--- src/rtl/dsdmnist_batchseq.sv ---
`default_nettype none
// ==========================================================================
// dsdmnist_batchseq - MNIST batch sequencer: start-edge detect, delayed image
// launch under an in-flight credit limit, result tracking, LED and interrupt.
// Revision: 1.0
// ==========================================================================
module dsdmnist_batchseq #(
  parameter  int MAXIMG   = 1024,
  parameter  int STARTDLY = 12,
  parameter  int MAXINFL  = 2,
  parameter  int INTPULSE = 0,
  localparam int CW       = $clog2(MAXIMG + 1)
) (
  input  logic          i_CLK,
  input  logic          i_RST,
  input  logic          i_STARTSW,
  input  logic          i_ABORT,
  input  logic [CW-1:0] i_IMGNUM,
  input  logic          i_LOAD_DONE,
  input  logic          i_RESULT_DONE,
  input  logic          i_ARMINT_ACK,
  output logic          o_IMGLOAD_START,
  output logic [CW-1:0] o_IMGIDX,
  output logic [CW-1:0] o_RESIDX,
  output logic          o_BUSY,
  output logic          o_DONELED,
  output logic          o_ARMINT,
  output logic          o_ERR
);

  localparam int            DW       = (STARTDLY > 1) ? $clog2(STARTDLY) : 1;
  localparam logic [DW-1:0] DLY_INIT = DW'(STARTDLY - 1);
  localparam logic [CW-1:0] INFL_MAX = CW'(MAXINFL);
  localparam logic [CW-1:0] IMG_MAX  = CW'(MAXIMG);

  typedef enum logic [2:0] {
    S_IDLE     = 3'd0,
    S_DELAY    = 3'd1,
    S_WAITLOAD = 3'd2,
    S_DRAIN    = 3'd3,
    S_DONE     = 3'd4
  } state_t;

  state_t        state_q, state_d;
  logic          startsw_z_q, startsw_z_d;
  logic [CW-1:0] count_q, count_d;
  logic [CW-1:0] launched_q, launched_d;
  logic [CW-1:0] results_q, results_d;
  logic [CW-1:0] inflight_q, inflight_d;
  logic [DW-1:0] dly_q, dly_d;
  logic          doneled_q, doneled_d;
  logic          armint_q, armint_d;
  logic          err_q, err_d;

  logic busy, launch, res_ok, start_ok;

  always_comb begin
    busy     = (state_q == S_DELAY) || (state_q == S_WAITLOAD) || (state_q == S_DRAIN);
    launch   = (state_q == S_DELAY) && (dly_q == '0) && (inflight_q < INFL_MAX);
    res_ok   = i_RESULT_DONE && busy && (inflight_q != '0);
    start_ok = i_STARTSW && !startsw_z_q && (i_IMGNUM != '0)
               && ((state_q == S_IDLE) || (state_q == S_DONE));
  end

  always_comb begin
    state_d     = state_q;
    startsw_z_d = i_STARTSW;
    count_d     = count_q;
    launched_d  = launch ? launched_q + CW'(1) : launched_q;
    results_d   = res_ok ? results_q + CW'(1) : results_q;
    inflight_d  = inflight_q;
    dly_d       = dly_q;
    doneled_d   = doneled_q;
    armint_d    = (INTPULSE != 0) ? 1'b0 : (armint_q && !i_ARMINT_ACK);
    err_d       = err_q;

    if (launch && !res_ok) begin
      inflight_d = inflight_q + CW'(1);
    end else if (!launch && res_ok) begin
      inflight_d = inflight_q - CW'(1);
    end

    if (i_LOAD_DONE && (state_q != S_WAITLOAD)) err_d = 1'b1;
    if (i_RESULT_DONE && !res_ok)               err_d = 1'b1;

    case (state_q)
      S_IDLE, S_DONE: begin
        if (start_ok) begin
          count_d    = (i_IMGNUM > IMG_MAX) ? IMG_MAX : i_IMGNUM;
          launched_d = '0;
          results_d  = '0;
          inflight_d = '0;
          doneled_d  = 1'b0;
          armint_d   = 1'b0;
          err_d      = 1'b0;
          dly_d      = DLY_INIT;
          state_d    = S_DELAY;
        end
      end
      S_DELAY: begin
        // Counter parks at zero until a credit frees up.
        if (dly_q != '0) begin
          dly_d = dly_q - DW'(1);
        end else if (launch) begin
          state_d = S_WAITLOAD;
        end
      end
      S_WAITLOAD: begin
        if (i_LOAD_DONE) begin
          if (launched_q < count_q) begin
            dly_d   = DLY_INIT;
            state_d = S_DELAY;
          end else if (results_d == count_q) begin
            doneled_d = 1'b1;
            armint_d  = 1'b1;
            state_d   = S_DONE;
          end else begin
            state_d = S_DRAIN;
          end
        end
      end
      S_DRAIN: begin
        if (results_d == count_q) begin
          doneled_d = 1'b1;
          armint_d  = 1'b1;
          state_d   = S_DONE;
        end
      end
      default: state_d = S_IDLE;
    endcase

    // Abort wins over everything except the sticky error flag.
    if (i_ABORT) begin
      state_d    = S_IDLE;
      count_d    = '0;
      launched_d = '0;
      results_d  = '0;
      inflight_d = '0;
      dly_d      = '0;
      doneled_d  = 1'b0;
      armint_d   = 1'b0;
    end
  end

  always_ff @(posedge i_CLK or posedge i_RST) begin
    if (i_RST) begin
      state_q     <= S_IDLE;
      startsw_z_q <= 1'b1;
      count_q     <= '0;
      launched_q  <= '0;
      results_q   <= '0;
      inflight_q  <= '0;
      dly_q       <= '0;
      doneled_q   <= 1'b0;
      armint_q    <= 1'b0;
      err_q       <= 1'b0;
    end else begin
      state_q     <= state_d;
      startsw_z_q <= startsw_z_d;
      count_q     <= count_d;
      launched_q  <= launched_d;
      results_q   <= results_d;
      inflight_q  <= inflight_d;
      dly_q       <= dly_d;
      doneled_q   <= doneled_d;
      armint_q    <= armint_d;
      err_q       <= err_d;
    end
  end

  assign o_IMGLOAD_START = launch;
  assign o_IMGIDX        = launch ? launched_q : '0;
  assign o_RESIDX        = results_q;
  assign o_BUSY          = busy;
  assign o_DONELED       = doneled_q;
  assign o_ARMINT        = armint_q;
  assign o_ERR           = err_q;

endmodule
`default_nettype wire

--- config.mk ---
export PLATFORM = sky130hd
export DESIGN_NAME = dsdmnist_batchseq
export DESIGN_NICKNAME = d
export VERILOG_FILES = /design/src/rtl/dsdmnist_batchseq.sv
export SDC_FILE = /design/constraint.sdc
export NUM_CORES = 1
export LEC_CHECK = 0
export CAP_MARGIN = 25
export CORE_MARGIN = 4
export CORE_UTILIZATION = 30
export CTS_CLUSTER_DIAMETER = 80
export DETAILED_ROUTE_END_ITERATION = 16
export REMOVE_ABC_BUFFERS = 1
export SLEW_MARGIN = 5
export SYNTH_ARGS = -nofsm -noshare
export SYNTH_HDL_FRONTEND = slang
export SYNTH_SLANG_ARGS = --single-unit
--- constraint.sdc ---
create_clock -name i_CLK -period 5.38 [get_ports i_CLK]
set_input_delay 1.076 -clock i_CLK [delete_from_list [all_inputs] [get_ports i_CLK]]
set_output_delay 1.076 -clock i_CLK [all_outputs]
set_load 0.02 [all_outputs]
==> impl_metrics.env <==
export IMPL_wire_per_inst_um=16.10
export IMPL_dieArea_um2=13630
export IMPL_syn_inst=391
export IMPL_placed_area_um2=4136
export IMPL_grt_pass1_wl_um=15460
export IMPL_clock_sinks=55
export IMPL_cp_end_kind="primary output"
export IMPL_dieHeight_um=116.7
export IMPL_synth_top_cell_by_area="dfrtp_1"
export IMPL_combPwrFrac_pct=32.5
export IMPL_relSlewSlack_pct=39.12
export IMPL_initial_core_util_pct=30.80
export IMPL_total_leakage_power_nw=1.775
export IMPL_numCtsBuffers=5
export IMPL_rows=39
export IMPL_synth_most_common_cell="dfrtp_1"
export IMPL_crit_buf_inv=3
export IMPL_drt_vias_per_instance=5.283
export IMPL_clockBufferDepth=2
export IMPL_die_w_um=116.7
export IMPL_antenna_found_initial=0
export IMPL_max_cap_viol_count=0
export IMPL_design_core_area_um2=11520
export IMPL_totalWireLength_um=9323
export IMPL_cts_tree="yes"
export IMPL_diodes=0
export IMPL_num_io_pins=45
export IMPL_clkTransAtPathRegs_ps=70
export IMPL_synthesis_area_um2=3547
export IMPL_finalCritPeriodShare_pct=75.35
export IMPL_drive_above_1_share_pct=7.339
export IMPL_p_sw_share_pct=34.10
export IMPL_worst_slew_pin_slew_ps=911.2
export IMPL_cpMaxStageDelayCell="clkdlybuf4s50_1"
export IMPL_clock_skew_ps=13.94
export IMPL_synth_top_flop_cell="dfrtp_1"
export IMPL_drt_pass1_iterations=5
export IMPL_dpl_hpwl_um=6998
export IMPL_setup_viol=0
export IMPL_area_growth_syn_to_layout_pct=21.20
export IMPL_crit_chain="inv_1 > or3_1 > nor4_2 > buf_4 > and2_1 > clkdlybuf4s50_1"
export IMPL_worstPathMaxFanout=19
export IMPL_slew_viol_final=0
export IMPL_synth_edff_count=0
export IMPL_final_nets=470
export IMPL_avgSynthCellArea_um2=9.072
export IMPL_peakVddDrop_mv=0.1552
export IMPL_ys_top_cells_by_count="dfrtp_1 (54), nor2_1 (47), nand2_1 (36), a21oi_1 (22), inv_1 (21)"
export IMPL_grt_max_degree=56
export IMPL_globalplace_congestion=0.8946
export IMPL_cts_hold_buf=0
export IMPL_synth_top_area_share_pct=38.10
export IMPL_rsz0062_at_grt="no"
export IMPL_max_clock_freq_mhz=246.7
export IMPL_io_buffers=44
export IMPL_p_seq_share_pct=38.1
export IMPL_grt_pass1_vias=3018
export IMPL_cp_top_family="simple AND/OR/NAND/NOR gates"
export IMPL_antenna_left=0
export IMPL_cts_setup_buffers=0
export IMPL_ys_types=59
export IMPL_fin_area_um2=4299
export IMPL_status="finished, final reports clean"
export IMPL_ctsResizeCount=0
export IMPL_ys_warn_count=0
export IMPL_postSynth_asyncResetShare_pct=100.0
export IMPL_hp_class="flip-flop to flip-flop"
export IMPL_drtIter0Drc=225
export IMPL_ys_ff_latch=55
export IMPL_max_stage_delay_ps=630
export IMPL_hold_viol_final=0
export IMPL_root_buffer="clkbuf_16"
export IMPL_synthTopCellsByArea="dfrtp_1 (38%), ha_1 (6.0%), nor2_1 (5.0%)"
export IMPL_internal_power_mw=0.8250
export IMPL_drc=0
export IMPL_grt_overflow_total=0
export IMPL_grt_use_total_pct=14.29
export IMPL_post_route_min_period_ps=4054
export IMPL_p_sw_mw=0.4268
export IMPL_tns_ps=0
export IMPL_clock_latency_ps=300
export IMPL_startpoint_type="flip-flop"
export IMPL_dr_total_vias=3059
export IMPL_power_density_nw_per_um2=291.2
export IMPL_cp_arrival_ps=2980
export IMPL_clkPwrFrac_pct=29.5
export IMPL_yosysSeqAreaShare_pct=38.84
export IMPL_critPathKind="flip-flop to primary output"
export IMPL_nFillCells=1164
export IMPL_cp_required_ps=4300
export IMPL_ctsHtreeMaxLevel=2
-- sequential cells by signal, indices dropped and copies added, names as in the netlist --
name         count
o_ERR            1
startsw_z_q      1
o_DONELED        1
state_q          3
o_ARMINT         1
launched_q      11
count_q         11
dly_q            4
inflight_q      11
o_RESIDX        11
-- metrics by stage --
stage                     setup WS, ps  hold WS, ps  power (mW)  cells  utilization, %
final                             1326        520.4       1.252    579           37.33
after global routing              1112        532.3       1.325    579           37.33
after CTS                         1326        525.1       1.262    579           37.33
after detailed placement          1392        515.7      0.8892    571           35.92
after global placement            1460        520.7      0.8795    571           35.92
after floorplan                   1746        517.2      0.7497    380               -
-- worst register-to-register path, stage by stage, from the launching register on --
cell      delay (ps)
dfrtp_1          440
inv_1            100
ha_1             230
or4b_4           500
nor4b_4          590
nor3_1           210
xnor3_2          250
nand4b_1         200
or4_4            590
a221oi_2         240
-- final timing paths --
check                              startpoint          end  slack, ps  cells past startpoint
worst max-delay path               state_q[0]  o_IMGIDX[2]       1330                      6
worst min-delay path                o_DONELED    o_DONELED        520                      2
worst max register to register  inflight_q[1]     o_ARMINT       1950                      9
worst min register to register      o_DONELED    o_DONELED        520                      2
max in group asynchronous               i_RST  o_RESIDX[2]       3600                      3
min in group asynchronous               i_RST        o_ERR       1290                      3
-- kinds of logic after synthesis --
group | share of synthesized area, %
compound gates | 13.51
xor+xnor | 10.09
fa+ha+maj | 5.996
buf+inv | 3.916
flops | 38.84
mux | 0.5644
simple gates | 27.09
-- power by group through the flow --
stage          Clock (mW)  Sequential [mW]  Combinational, mW
2_1_floorplan           0            0.481              0.269
3_3_place_gp            0            0.484              0.396
3_5_place_dp            0            0.484              0.405
4_1_cts             0.379            0.476              0.407
5_1_grt             0.391            0.481              0.453
6_report            0.369            0.477              0.406
-- cell type report --
type                    count  area [um2]  share of cell area [%]
clock buffers               7       132.6                   3.085
multi-input cells         304        2031                   47.24
repair buffers             48       470.5                   10.94
flip-flops and latches     55        1378                   32.04
clock inverters             1       30.03                  0.6985
well taps                 143       178.9                   4.162
inverters                  21       78.83                   1.834
-- metal layers --
metal	GRT usage, %	part of all wire, %
met2	23.93	49
met3	2.383	3.3
met1	19.66	47
met5	0	0
met4	2.523	0.63
-- placed cells by master (no fill, tap or decap), drive strengths merged, types with 2 or more instances in the layout --
cell type,n
dfrtp,54
nor2,47
clkdlybuf4s50,44
nand2,37
a21oi,22
inv,21
o21ai,21
xor2,20
ha,17
nand3,16
and2,14
nor3,11
xnor2,10
nor4,8
clkbuf,7
nand4,6
or3,6
nor3b,5
nor4b,5
and3,5
xnor3,4
nand2b,4
nand3b,4
buf,4
a2111oi,3
a211oi,3
or4,3
a221oi,3
mux2i,2
nand4b,2
o21a,2
a21o,2
or2b,2
a31oi,2
o211ai,2
a311oi,2
o2111ai,2
No activity file was read; power rests on OpenSTA's default activity.
